## src/rtl/edge_event_unit_if.sv

```systemverilog
// Signal bundle between the pin-side edge/event unit and its register/interrupt consumer.
// The master side drives the raw levels and controls; the slave side is the event unit.
interface edge_event_unit_if #(
  parameter int CHANNELS    = 8,
  parameter int COUNT_WIDTH = 8
);
  logic [CHANNELS-1:0]             level;
  logic [2*CHANNELS-1:0]           mode;
  logic [CHANNELS-1:0]             clear;
  logic [CHANNELS-1:0]             filtered_level;
  logic [CHANNELS-1:0]             edge_pulse;
  logic [CHANNELS-1:0]             pending;
  logic [COUNT_WIDTH*CHANNELS-1:0] count;
  logic                            irq;

  modport master (
    output level, mode, clear,
    input  filtered_level, edge_pulse, pending, count, irq
  );

  modport slave (
    input  level, mode, clear,
    output filtered_level, edge_pulse, pending, count, irq
  );
endinterface

```

## src/rtl/edge_event_unit.sv

```systemverilog
// Multi-channel input conditioner: synchroniser, stability filter, mode-selected edge
// detection, sticky pending flags, saturating event counters and a combined interrupt.
module edge_event_unit #(
  parameter int CHANNELS      = 8,
  parameter int SYNC_STAGES   = 2,
  parameter int FILTER_CYCLES = 4,
  parameter int COUNT_WIDTH   = 8
) (
  input  logic           clk,
  input  logic           reset_low,
  edge_event_unit_if.slave bus
);

  localparam int                     FW       = $clog2(FILTER_CYCLES) + 1;
  localparam logic [FW-1:0]          FLT_LAST = FW'(FILTER_CYCLES - 1);
  localparam logic [COUNT_WIDTH-1:0] CNT_MAX  = {COUNT_WIDTH{1'b1}};
  localparam logic [COUNT_WIDTH-1:0] CNT_ONE  = COUNT_WIDTH'(1);

  logic [SYNC_STAGES-1:0]          sync_q    [CHANNELS];
  logic [FW-1:0]                   flt_cnt_q [CHANNELS];
  logic [COUNT_WIDTH-1:0]          cnt_q     [CHANNELS];
  logic [CHANNELS-1:0]             filt_q;
  logic [CHANNELS-1:0]             pulse_q;
  logic [CHANNELS-1:0]             pend_q;

  logic [CHANNELS-1:0]             sync_lvl;
  logic [CHANNELS-1:0]             accept;
  logic [CHANNELS-1:0]             qual;
  logic [COUNT_WIDTH*CHANNELS-1:0] count_flat;

  // rise is the newly accepted level: 1 means a 0->1 transition
  function automatic logic mode_match(input logic [1:0] m, input logic rise);
    case (m)
      2'b01:   return rise;
      2'b10:   return !rise;
      2'b11:   return 1'b1;
      default: return 1'b0;
    endcase
  endfunction

  always_comb begin
    sync_lvl = '0;
    accept   = '0;
    qual     = '0;
    for (int i = 0; i < CHANNELS; i++) begin
      sync_lvl[i] = sync_q[i][SYNC_STAGES-1];
      accept[i]   = (sync_lvl[i] != filt_q[i]) && (flt_cnt_q[i] == FLT_LAST);
      qual[i]     = accept[i] && mode_match(bus.mode[2*i +: 2], sync_lvl[i]);
    end
  end

  always_ff @(posedge clk or negedge reset_low) begin
    if (!reset_low) begin
      for (int i = 0; i < CHANNELS; i++) begin
        sync_q[i]    <= '0;
        flt_cnt_q[i] <= '0;
        cnt_q[i]     <= '0;
      end
      filt_q  <= '0;
      pulse_q <= '0;
      pend_q  <= '0;
    end else begin
      for (int i = 0; i < CHANNELS; i++) begin
        sync_q[i] <= {sync_q[i][SYNC_STAGES-2:0], bus.level[i]};

        // the filter runs in every mode so filtered_level always tracks the pin
        if (sync_lvl[i] == filt_q[i]) begin
          flt_cnt_q[i] <= '0;
        end else if (accept[i]) begin
          filt_q[i]    <= sync_lvl[i];
          flt_cnt_q[i] <= '0;
        end else begin
          flt_cnt_q[i] <= flt_cnt_q[i] + 1'b1;
        end

        pulse_q[i] <= qual[i];

        if (qual[i]) begin
          pend_q[i] <= 1'b1;
        end else if (bus.clear[i]) begin
          pend_q[i] <= 1'b0;
        end

        // a clear coinciding with a new event leaves exactly that one event counted
        if (bus.clear[i]) begin
          cnt_q[i] <= qual[i] ? CNT_ONE : '0;
        end else if (qual[i] && (cnt_q[i] != CNT_MAX)) begin
          cnt_q[i] <= cnt_q[i] + 1'b1;
        end
      end
    end
  end

  always_comb begin
    count_flat = '0;
    for (int i = 0; i < CHANNELS; i++) begin
      count_flat[COUNT_WIDTH*i +: COUNT_WIDTH] = cnt_q[i];
    end
  end

  assign bus.filtered_level = filt_q;
  assign bus.edge_pulse     = pulse_q;
  assign bus.pending        = pend_q;
  assign bus.count          = count_flat;
  assign bus.irq            = |pend_q;

endmodule

```

## src/flat_wrapper.sv

```systemverilog
// flat-port wrapper written by rule: the top's interface ports become plain ports
module edge_event_unit_flat 
#(
  parameter int CHANNELS      = 8,
  parameter int SYNC_STAGES   = 2,
  parameter int FILTER_CYCLES = 4,
  parameter int COUNT_WIDTH   = 8
)
  (clk, reset_low, bus_level, bus_mode, bus_clear, bus_filtered_level, bus_edge_pulse, bus_pending, bus_count, bus_irq);
  edge_event_unit_if #(.CHANNELS(CHANNELS), .COUNT_WIDTH(COUNT_WIDTH)) bus_i ();
  input  logic clk;
  input  logic reset_low;
  input wire logic [$bits(bus_i.level)-1:0] bus_level;
  input wire logic [$bits(bus_i.mode)-1:0] bus_mode;
  input wire logic [$bits(bus_i.clear)-1:0] bus_clear;
  output wire logic [$bits(bus_i.filtered_level)-1:0] bus_filtered_level;
  output wire logic [$bits(bus_i.edge_pulse)-1:0] bus_edge_pulse;
  output wire logic [$bits(bus_i.pending)-1:0] bus_pending;
  output wire logic [$bits(bus_i.count)-1:0] bus_count;
  output wire logic [$bits(bus_i.irq)-1:0] bus_irq;
  assign bus_i.level = bus_level;
  assign bus_i.mode = bus_mode;
  assign bus_i.clear = bus_clear;
  assign bus_filtered_level = bus_i.filtered_level;
  assign bus_edge_pulse = bus_i.edge_pulse;
  assign bus_pending = bus_i.pending;
  assign bus_count = bus_i.count;
  assign bus_irq = bus_i.irq;
  edge_event_unit #(.CHANNELS(CHANNELS), .SYNC_STAGES(SYNC_STAGES), .FILTER_CYCLES(FILTER_CYCLES), .COUNT_WIDTH(COUNT_WIDTH)) u_core (.clk(clk), .reset_low(reset_low), .bus(bus_i));
endmodule
```

## config.mk

```make
export PLATFORM = sky130hd
export DESIGN_NAME = edge_event_unit_flat
export DESIGN_NICKNAME = d
export VERILOG_FILES = /design/src/rtl/edge_event_unit_if.sv /design/src/rtl/edge_event_unit.sv /design/src/flat_wrapper.sv
export SDC_FILE = /design/constraint.sdc
export NUM_CORES = 1
export LEC_CHECK = 0
export CAP_MARGIN = 20
export CORE_MARGIN = 2
export CORE_UTILIZATION = 50
export CTS_BUF_LIST = sky130_fd_sc_hd__clkbuf_8
export DETAILED_ROUTE_END_ITERATION = 10
export HOLD_SLACK_MARGIN = 0.08
export PLACE_DENSITY = 0.78
export SETUP_SLACK_MARGIN = 0.15
export SLEW_MARGIN = 25
export SYNTH_ARGS = -nofsm -noshare
export SYNTH_HDL_FRONTEND = slang
export SYNTH_SLANG_ARGS = --single-unit
```

## constraint.sdc

```tcl
create_clock -name clk -period 5.6 [get_ports clk]
set_clock_uncertainty 0.1 [all_clocks]
set_input_delay 1.12 -clock clk [delete_from_list [all_inputs] [get_ports clk]]
set_output_delay 1.12 -clock clk [all_outputs]
set_load 0.01 [all_outputs]
```

Yosys cells after proc, flatten, opt, wreduce, memory -nomap -nowiden
Cells that the tools add are included.
{"block": "word_totals", "ff_bits": 128, "inputBits": 34, "out_inout_bits": 89, "elab_cells": 242}
{"block": "op_classes", "addsub": 16, "n_eq_ne": 56, "mux": 64, "n_bitwise": 8, "reduce_logical": 57}
{"operator": "8-bit two-way mux", "n": 16}
{"operator": "8-bit by 1-bit adder with 8-bit output (second input constant)", "n": 8}
{"operator": "8-bit != test (second input constant)", "n": 8}
{"operator": "3-bit two-way mux", "n": 16}
{"operator": "2-bit == test (second input constant)", "n": 16}
{"operator": "2-bit nonzero test", "n": 16}
{"operator": "3-bit by 1-bit adder with 3-bit output (second input constant)", "n": 8}
{"operator": "3-bit by 2-bit == test with 1-bit output (second input constant)", "n": 8}
{"operator": "1-bit logical AND", "n": 24}
{"operator": "1-bit two-way mux", "n": 24}
{"operator": "1-bit case mux with 3 select lines", "n": 8}
{"operator": "2-bit by 1-bit == test with 1-bit output (second input constant)", "n": 8}
{"operator": "2-bit AND reduction", "n": 8}
{"operator": "1-bit == test", "n": 8}
{"operator": "1-bit logical NOT", "n": 8}
{"operator": "1-bit != test", "n": 8}
{"operator": "1-bit NOT", "n": 8}
{"operator": "8-bit OR reduction", "n": 1}

Depth between registers and ports, before layout
Gate-level depths: netlist (run 1).
{"block": "logic_depth", "depth_word": 6, "depth_mapped": 6}

Worst setup path before layout (run 1)
OpenSTA, ideal clock, no wires.
{"block": "synth_path", "path_kind": "input port to flip-flop", "from": "input bus_mode[2]", "to": "register u_core.cnt_q (netlist bit u_core.bus.count[12])", "setup_time_ps": 125, "arrival_ps": 2158, "required_ps": 5375, "slack_ps": 3217, "stages": 4, "path_buffers": 0, "cell_sequence": "and3b_1 -> o21ai_0 -> nor4b_1 -> mux2_2"}
{"block": "synth_via", "elab_chain_len": 5}
{"item": "start, declared", "line": "flat_wrapper.sv:14", "rtl": "input wire logic [$bits(bus_i.mode)-1:0] bus_mode;"}
{"item": "2-bit == test or 2-bit by 1-bit == test with 1-bit output (tied branches)", "line": "edge_event_unit.sv:33", "rtl": "case (m)"}
{"item": "1-bit case mux with 3 select lines *", "line": "edge_event_unit.sv:33"}
{"item": "1-bit logical AND *", "line": "edge_event_unit.sv:48", "rtl": "qual[i] = accept[i] && mode_match(bus.mode[2*i +: 2], sync_lvl[i]);"}
{"item": "1-bit logical AND *", "line": "edge_event_unit.sv:87", "rtl": "end else if (qual[i] && (cnt_q[i] != CNT_MAX)) begin"}
{"item": "2-bit nonzero test (no source line) *"}
{"item": "end signal, assigned by index", "line": "edge_event_unit.sv:86", "rtl": "cnt_q[i] <= qual[i] ? CNT_ONE : '0;"}
{"item": "end signal, assigned by index", "line": "edge_event_unit.sv:88", "rtl": "cnt_q[i] <= cnt_q[i] + 1'b1;"}
{"item": "end, declared", "line": "edge_event_unit.sv:21", "rtl": "logic [COUNT_WIDTH-1:0] cnt_q [CHANNELS];"}
Mark *: on every way between the ends. The rest lies on a longest branch, timed or not.
A chain may end at the register's enable or synchronous reset.

Worst setup path after layout (run 1)
{"block": "layout_path", "from": "register u_core.pend_q[1], in the netlist u_core.bus.pending[1]", "to": "output bus_irq"}
{"block": "layout_via", "elab_chain_len": 1}
{"item": "start, declared", "line": "edge_event_unit.sv:24", "rtl": "logic [CHANNELS-1:0] pend_q;"}
{"item": "start signal, assigned", "line": "edge_event_unit.sv:61", "rtl": "pend_q <= '0;"}
{"item": "start signal, assigned by index", "line": "edge_event_unit.sv:79", "rtl": "pend_q[i] <= 1'b1;"}
{"item": "start signal, assigned by index", "line": "edge_event_unit.sv:81", "rtl": "pend_q[i] <= 1'b0;"}
{"item": "8-bit OR reduction", "line": "edge_event_unit.sv:105", "rtl": "assign bus.irq = |pend_q;"}
{"item": "end, declared", "line": "flat_wrapper.sv:20", "rtl": "output wire logic [$bits(bus_i.irq)-1:0] bus_irq;"}
Every way passes these cells.

==> results of run 1 <==
-- flip-flops by register name (all words and copies together) (netlist names) --
signal	cells
u_core.bus.count	64
u_core.flt_cnt_q	24
u_core.bus.edge_pulse	8
u_core.bus.filtered_level	8
u_core.bus.pending	8
u_core.sync_lvl	8
u_core.sync_q	8
-- worst paths after layout --
kind | startpoint | end | slack [ns] | depth (start not counted)
max | u_core.bus.pending[1] | bus_irq | 2.42 | 3
min in group asynchronous | reset_low | u_core.bus.count[9] | 0.38 | 1
min | u_core.sync_q[12] | u_core.sync_lvl[1] | 0.25 | 0
max in group asynchronous | reset_low | u_core.bus.count[28] | 4.05 | 2
min reg2reg | u_core.sync_q[12] | u_core.sync_lvl[1] | 0.25 | 0
max reg2reg | u_core.flt_cnt_q[15] | u_core.bus.count[19] | 3.51 | 5
-- critical path: stages, from the launching register on --
cell and delay [ns]:
dfrtp_1 0.41, nor4_1 0.49, nand2_1 0.11, clkdlybuf4s50_1 0.49
-- metrics by stage --
step / area, um2 / utilization / setup slack [ns] / power, mW
2_1_floorplan: 5910 / - / 3.22 / 1.34
3_5_place_dp: 7260 / 0.633 / 2.53 / 1.56
5_1_grt: 7710 / 0.672 / 2.22 / 2.53
3_3_place_gp: 7260 / 0.633 / 2.62 / 1.53
6_report: 7710 / 0.672 / 2.42 / 2.41
4_1_cts: 7700 / 0.672 / 2.26 / 2.43
-- area by class of cell --
class	instances	area [um2]	area share
Timing Repair Buffer	124	1230	0.160
Inverter	30	113	0.0146
Clock inverter	14	190	0.0247
Multi-Input combinational cell	370	2540	0.330
Tap cell	143	179	0.0232
Clock buffer	18	248	0.0321
Sequential cell	128	3200	0.416
-- cell families after synthesis --
family / count (synthesis)
AOI/OAI and AO/OA: 120
xor gates and xnor gates: 8
adders and majority gates: 16
buffers and inverters: 44
DFF: 128
muxes: 22
and+or+nand+nor: 204
-- cells in the mapped netlist (all sizes together), types with 6 or more instances --
| cell | count | share of area |
|---|---|---|
| a211oi | 6 | 0.0076 |
| a21o | 7 | 0.0089 |
| a21oi | 26 | 0.022 |
| a311oi | 7 | 0.010 |
| a31oi | 12 | 0.013 |
| and3 | 8 | 0.0085 |
| and3b | 12 | 0.018 |
| clkbuf | 9 | 0.0057 |
| dfrtp | 128 | 0.54 |
| ha | 16 | 0.034 |
| inv | 30 | 0.019 |
| mux2 | 14 | 0.027 |
| mux2i | 8 | 0.014 |
| nand2 | 31 | 0.020 |
| nand2b | 12 | 0.013 |
| nand3 | 20 | 0.017 |
| nor2 | 21 | 0.013 |
| nor2b | 12 | 0.013 |
| nor3 | 24 | 0.020 |
| nor3b | 15 | 0.019 |
| o21ai | 13 | 0.011 |
| o311ai | 8 | 0.012 |
| o31ai | 12 | 0.015 |
| o41ai | 10 | 0.015 |
| or4 | 12 | 0.015 |
| xnor2 | 8 | 0.012 |
-- per-layer routing --
layer / global-route usage / vias up / share of wire
li1: - / 2280 / -
met1: 0.273 / 2379 / 0.42
met2: 0.348 / 168 / 0.49
met3: 0.0766 / 32 / 0.066
met4: 0.110 / 0 / 0.029
met5: 0 / - / 0
-- cells in the final DEF (no fill, tap or decap), drive strengths merged, types with 6 or more instances in the layout --
| master | n |
|---|---|
| o21ai | 13 |
| nor2b | 12 |
| a21o | 7 |
| nand2 | 31 |
| o311ai | 8 |
| nand3 | 20 |
| nor2 | 21 |
| ha | 16 |
| xnor2 | 8 |
| a21oi | 26 |
| nand2b | 12 |
| nor3b | 15 |
| mux2i | 8 |
| a311oi | 7 |
| o41ai | 10 |
| inv | 30 |
| a211oi | 6 |
| and3b | 12 |
| mux2 | 14 |
| clkbuf | 18 |
| dfrtp | 128 |
| and3 | 8 |
| a31oi | 12 |
| nor3 | 24 |
| o31ai | 12 |
| clkdlybuf4s50 | 121 |
| or4 | 12 |
-- power groups by stage --
stage | clock [mW] | combinational [mW] | sequential, mW
5_1_grt | 0.932 | 0.477 | 1.12
3_3_place_gp | 0 | 0.416 | 1.12
3_5_place_dp | 0 | 0.435 | 1.13
2_1_floorplan | 0 | 0.216 | 1.13
6_report | 0.874 | 0.428 | 1.11
4_1_cts | 0.891 | 0.435 | 1.11
==> flow_results.org, run 1 <==
** Floorplanning
- Floorplan die height :: 113 um
- The floorplan step defined a die boundary enclosing ~0.013 mm2.
- In this run the core area contains 39 standard-cell rows.
- Core Area :: 0.0115 mm2
- Number of I/O pins :: 123
- Die width :: around 110 um
- The initial utilization of the core area, before any placement, comes to 0.516.

** Worst setup path
- At the worst endpoint, the required time is ~4.4 ns.
- The critical path is of the reg -> out type.
- STA puts the critical path data arrival time at a little under 2 ns.
- Critical Path End Type :: output pin
- In this run the worst path has a maximum fanout of 3.
- The worst setup path is launched from a register.

** Finish
- The number of antenna diodes in the final layout is 0.
- Fraction of final layout cells with drive strength greater than 1 :: 0.0804
- Count of placed standard cells in the final layout, fillers left out :: roughly 830
- In the final design database the tool counted 721 nets.
- The filler cells instantiated in the layout total between 800 and 900.
- Compared with the post-synthesis result, the final layout area differs by 30.3%.

** Hold path
- HP Class :: reg -> reg

** Outcome
- Outcome :: complete, no violations

** GRT
- The total overflow left after global routing is 0.
- Entering global routing, the biggest net connects about 60 pins.
- For this run, the total global-route usage over all layers was measured as 0.221.
- Antenna violations before repair :: 0
- The via count of the first global-routing pass came to ~4,800.
- Wire length of the first global-routing pass :: around 22,000 um

** Clock tree
- Clock-pin slew was measured on the worst setup and hold paths at 0.07 ns.
- Number of setup buffers added after CTS :: 0
- In this run the clock root is driven by a clkbuf_8.
- TritonCTS built the clock tree.
- After clock tree synthesis, the flow added hold-fix buffers numbering 0.
- Clock latency on the worst-skew pair, taken at its later pin, is 0.46 ns.
- Number of clock sinks :: approximately 130
- After clock tree synthesis, the repair step resized 0 gates.
- Longest Clk Path Bufs :: 2
- Number of buffers created by CTS :: 17
- Deepest level of the CTS H-tree :: 4

** Power
- The share of total power dissipated in sequential elements is 0.459.
- The internal power of the cells totals roughly 1.8 mW.
- Portion of total power attributed to the clock network :: 0.363
- Power spread over the standard cell area amounts to between 300 and 400 mW/mm2.
- Worst vdd ir :: around 250 uV
- Summed over all nets, the switching power comes to ~650 uW.
- Relative contribution of combinational cells to total power :: 0.178
- For this design the static power due to leakage is approximately 3.4 nW.
- Of the total power, the share spent switching nets is 0.271.

** Synth
- Instance count of the mapped netlist :: approximately 540
- Xor/xnor share of the synthesized area :: 0.0118
- The portion of synthesized area spent on multiplexers is 0.0402.
- Mean instance size in the synthesized netlist :: ~11 um2
- The cell area that synthesis handed to floorplanning was 0.00591 mm2.
- Compound-gate portion of the synthesized area :: 0.141
- Number of enable-type register cells in the synthesized netlist :: 0
- Sequential cell area fraction in the yosys report :: 0.542
- Of the total synthesized cell area, the portion taken by full adders, half adders and majority gates is 0.0338.
- The number of nets handed over by synthesis was about 590.
- Number of storage elements in the synthesis netlist :: about 130
- Warning count from the yosys run :: 0
- Largest family of logic cells by synthesized area :: simple AND/OR/NAND/NOR gates
- Area fraction in and, or, nand and nor cells after synthesis :: 0.202
- The most used flip-flop cell after synthesis is dfrtp_1.
- The number of different library cells used by synthesis comes to 49.
- For this run, asynchronously set or reset flops after synthesis account for 1.00.

** Placement
- The congestion estimate from routability-driven global placement came to between 0.8 and 0.9.
- Including well taps, the total number of placed cells is 795.
- The count of buffers added on input and output ports is 122.
- Once detailed placement completed, the half-perimeter wirelength came to ~9400 um.

** Route
- DRC :: 0
- After detailed routing, the total wire length is ~13,000 um.
- Average wire length per cell after detail routing :: 16.0 um
- Ratio of routed vias to standard cells :: just under 6
- Number of DRC markers after the initial detailed-route iteration :: ~430
- Number of detailed-routing iterations run before antenna repair :: 5
- ANT nets after route :: 0
- The routed layout has ~4,900 vias.

** STA
- Final worst path period need :: about 3.2 ns
- Max Slew Vio Count :: 0
- Worst slack on hold paths :: between 0.2 and 0.25 ns
- Final hold violation count :: 0
- In the finished design, the share of the clock period the worst path needs comes to 0.568.
- Worst slew pin tran :: just over 0.9 ns
- Setup violations remaining at the end of the flow were counted as 0.
- Worst max-slew margin expressed relative to the limit :: 0.375
- Adding up every negative setup slack in the final design gives 0 ns.
- Setup repair after global routing missed its margin :: no
- Top achievable clock speed :: approximately 310 MHz

** Job
- Max_cap viols :: 0
No activity file was read; power rests on OpenSTA's default activity.
==> run 2: changes to the inputs <==
==> constraint.sdc (replaced) <==
create_clock -name clk -period 3.2 [get_ports clk]
set_clock_uncertainty 0.1 [all_clocks]
set_input_delay 0.64 -clock clk [delete_from_list [all_inputs] [get_ports clk]]
set_output_delay 0.64 -clock clk [all_outputs]
set_load 0.01 [all_outputs]
==> run 2 against run 1 <==
Utilization is 0.35 points lower; critical endpoint unchanged; setup slack worse by 1.9 ns; combinational power is 76% higher; design area is 0.52% lower; sequential share of layout area is 0.22 points higher; hold slack better by 0.0012 ns.
==> flow_results.org, run 2 (synthesis results as in run 1) <==
** STA
- The total count of max-transition violations in the final report was 0.
- Headroom to the max-slew limit came out at 0.348.
- Final hold violation count :: 0
- Based on the critical path, the design can be clocked at up to 374 MHz.
- Summed over all failing endpoints, the final setup total negative slack is 0 ns.
- At the pin with the least slew margin, the transition time is 0.970 ns.
- The smallest clock period supported by the final layout is computed as about 2.7 ns.
- Dividing the final minimum period by the clock period gives 0.836.
- Setup repair after global routing left no endpoint under its margin.
- Final number of setup-violating endpoints :: 0

** Floorplanning
- Measured along the x axis, the die boundary spans between 100 and 150 um.
- Initial core utilization :: 0.516
- Die Footprint :: about 0.013 mm2
- Floorplan die height :: 113 um
- Core Area :: 0.0115 mm2
- The floorplan has 39 rows.
- For this design the top-level I/O count stands at 123.

** GRT
- Entering global routing, the biggest net connects 59 pins.
- The via count of the first global-routing pass came to roughly 4,600.
- Global-route track usage on met1 :: 0.266
- Antenna violations before repair :: 0
- The first global-routing pass estimated roughly 22,000 um of wire.
- The layer flagged by global routing as most heavily used is met2.
- Global routing finished with a remaining overflow of 0.
- Overall fraction of global-route tracks in use :: 0.211
- Met2 routing resource usage after global routing :: 0.347
- For met3 alone, demand over resource in global routing was 0.0589.

** Placement
- Half-perimeter wire length of the detailed placement result :: between 9000 and 10,000 um
- GP Congestion :: ~0.85
- Port-buffer cells :: about 120
- Placed Cells incl. Taps :: between 700 and 800

** Worst setup path
- Endpoint of the most critical setup path :: bus_irq
- The critical path goes through nor4_1 -> nand2_1 -> clkdlybuf4s50_1.
- In this run the register-to-register setup slack is approximately 1.1 ns.
- STA puts the critical path data arrival time at roughly 1.9 ns.
- The worst register-to-register path has a depth of 5.
- The worst register-to-register path ends at u_core.bus.count[28].
- Slowest stage cell on the critical path :: nor4_1
- Along the worst path, the maximum fanout reaches 3.
- Worst path required time :: roughly 2.5 ns
- The critical path is of the reg -> out type.
- The largest single stage delay on the critical path is 0.50 ns.
- Startpoint of the worst setup timing path :: u_core.bus.pending[1]
- Kind of start point of the critical path :: register
- Critical Path End Type :: output pin
- Startpoint of the worst register-to-register path :: u_core.flt_cnt_q[12]

** Power
- Summed over all cells, the static leakage comes to roughly 3.4 nW.
- Worst vdd ir :: about 360 uV
- Of the total power, registers draw 0.484.
- Of the total power, the share spent switching nets is 0.265.
- Power Internal :: around 2.9 mW
- For this design the total switching power over the nets is between 1 and 1.5 mW.
- Portion of total power attributed to the clock network :: 0.328
- Relative contribution of combinational cells to total power :: 0.188
- Post-route total power :: between 4 and 5 mW
- Total power per unit cell area :: ~520 mW/mm2

** Clock tree
- CTS placed an instance of clkbuf_8 at the clock tree root.
- Counting every sink on the clock net gives around 130.
- TritonCTS created 17 clock buffers.
- Reg clk slew, reported paths :: 0.07 ns
- Clock Latency Late Sink :: between 0.4 and 0.5 ns
- The clock passes through at most 2 buffers.
- Number of setup buffers added after CTS :: 0
- TritonCTS clock tree :: built
- Deepest level of the CTS H-tree :: 4

** Finish
- Area Overhead vs Synth :: 29.6%
- Ant. Diodes :: 0
- Count of placed standard cells in the final layout, fillers left out :: around 830
- Nets@finish :: between 700 and 800
- Fraction of final layout cells with drive strength greater than 1 :: 0.0716
- The library cells used most frequently in the layout, excluding fill and tap cells, are dfrtp_1 (128), clkdlybuf4s50_1 (121), inv_1 (34), nand2_1 (31), a21oi_1 (26).
- Commonest non-fill, non-tap cell in the layout :: dfrtp_1
- The register with the most flip-flops in the layout has 64 of them.

** Route
- ANT nets after route :: 0
- Detailed routing inserted a total of 4,808 vias.
- Ratio of routed vias to standard cells :: 5.81
- Summed over all layers, the routed wires come to around 13,000 um.
- The first routing iteration left about 320 violations.
- Number of detailed-routing iterations run before antenna repair :: 4
- DRC :: 0
- Dividing the detail-routed wire length by the instance count gives 15.5 um.

** Job
- Max_cap viols :: 0

** Outcome
- Outcome :: complete, no violations

** Hold path
- The worst hold path belongs to the class reg -> reg.
## run 2: critical path, delay by kind of cell, from the launching register on
kind	cells	cell delay [ns]
AND/OR/NAND/NOR	2	0.60
flip-flops	1	0.41
buffers and inverters	1	0.50
## run 2: worst min path at each step
stage                           start            endpoint  slack (ns)  cells after the start
floorplan           u_core.sync_q[14]  u_core.sync_lvl[0]        0.23                      0
global placement     u_core.sync_q[8]  u_core.sync_lvl[3]        0.23                      0
detailed placement  u_core.sync_q[14]  u_core.sync_lvl[0]        0.24                      0
CTS                  u_core.sync_q[8]  u_core.sync_lvl[3]        0.25                      0
global route         u_core.sync_q[8]  u_core.sync_lvl[3]        0.26                      0
finish               u_core.sync_q[2]  u_core.sync_lvl[6]        0.25                      0
## run 2: repair_timing
item | CTS | global route
hold buffers | 1 | 0
hold endpoints to repair | 17 | 0
resized for setup | 0 | 0
## run 2: routing by layer
layer | wire length (um) | share of wire
met3 | 734 | 0.057
met4 | 191 | 0.015
met5 | 0 | 0
met1 | 5570 | 0.43
met2 | 6350 | 0.49
## run 2: power by group through the flow
| stage | clock (mW) | sequential [mW] | combinational (mW) |
|---|---|---|---|
| 2_1_floorplan | 0 | 1.97 | 0.377 |
| 3_3_place_gp | 0 | 1.95 | 0.733 |
| 3_5_place_dp | 0 | 1.97 | 0.765 |
| 4_1_cts | 1.36 | 1.94 | 0.769 |
| 5_1_grt | 1.42 | 1.96 | 0.838 |
| 6_report | 1.31 | 1.94 | 0.752 |
## run 2: final cells by class
type | count | area [um2]
Multi-Input combinational cell | 370 | 2540
Tap cell | 143 | 179
Clock buffer | 20 | 275
Timing Repair Buffer | 126 | 1260
Clock inverter | 10 | 97.6
Sequential cell | 128 | 3200
Fill cell | 911 | 3800
Inverter | 30 | 113
## run 2: through the flow
stage / utilization / hold WS (ns) / instance area [um2] / setup slack, ns
final: 0.669 / 0.251 / 7670 / 0.525
after floorplan: - / 0.231 / 5910 / 1.30
after CTS: 0.669 / 0.253 / 7670 / 0.369
after global routing: 0.669 / 0.256 / 7670 / 0.403
after detailed placement: 0.635 / 0.236 / 7280 / 0.607
after global placement: 0.635 / 0.233 / 7280 / 0.702
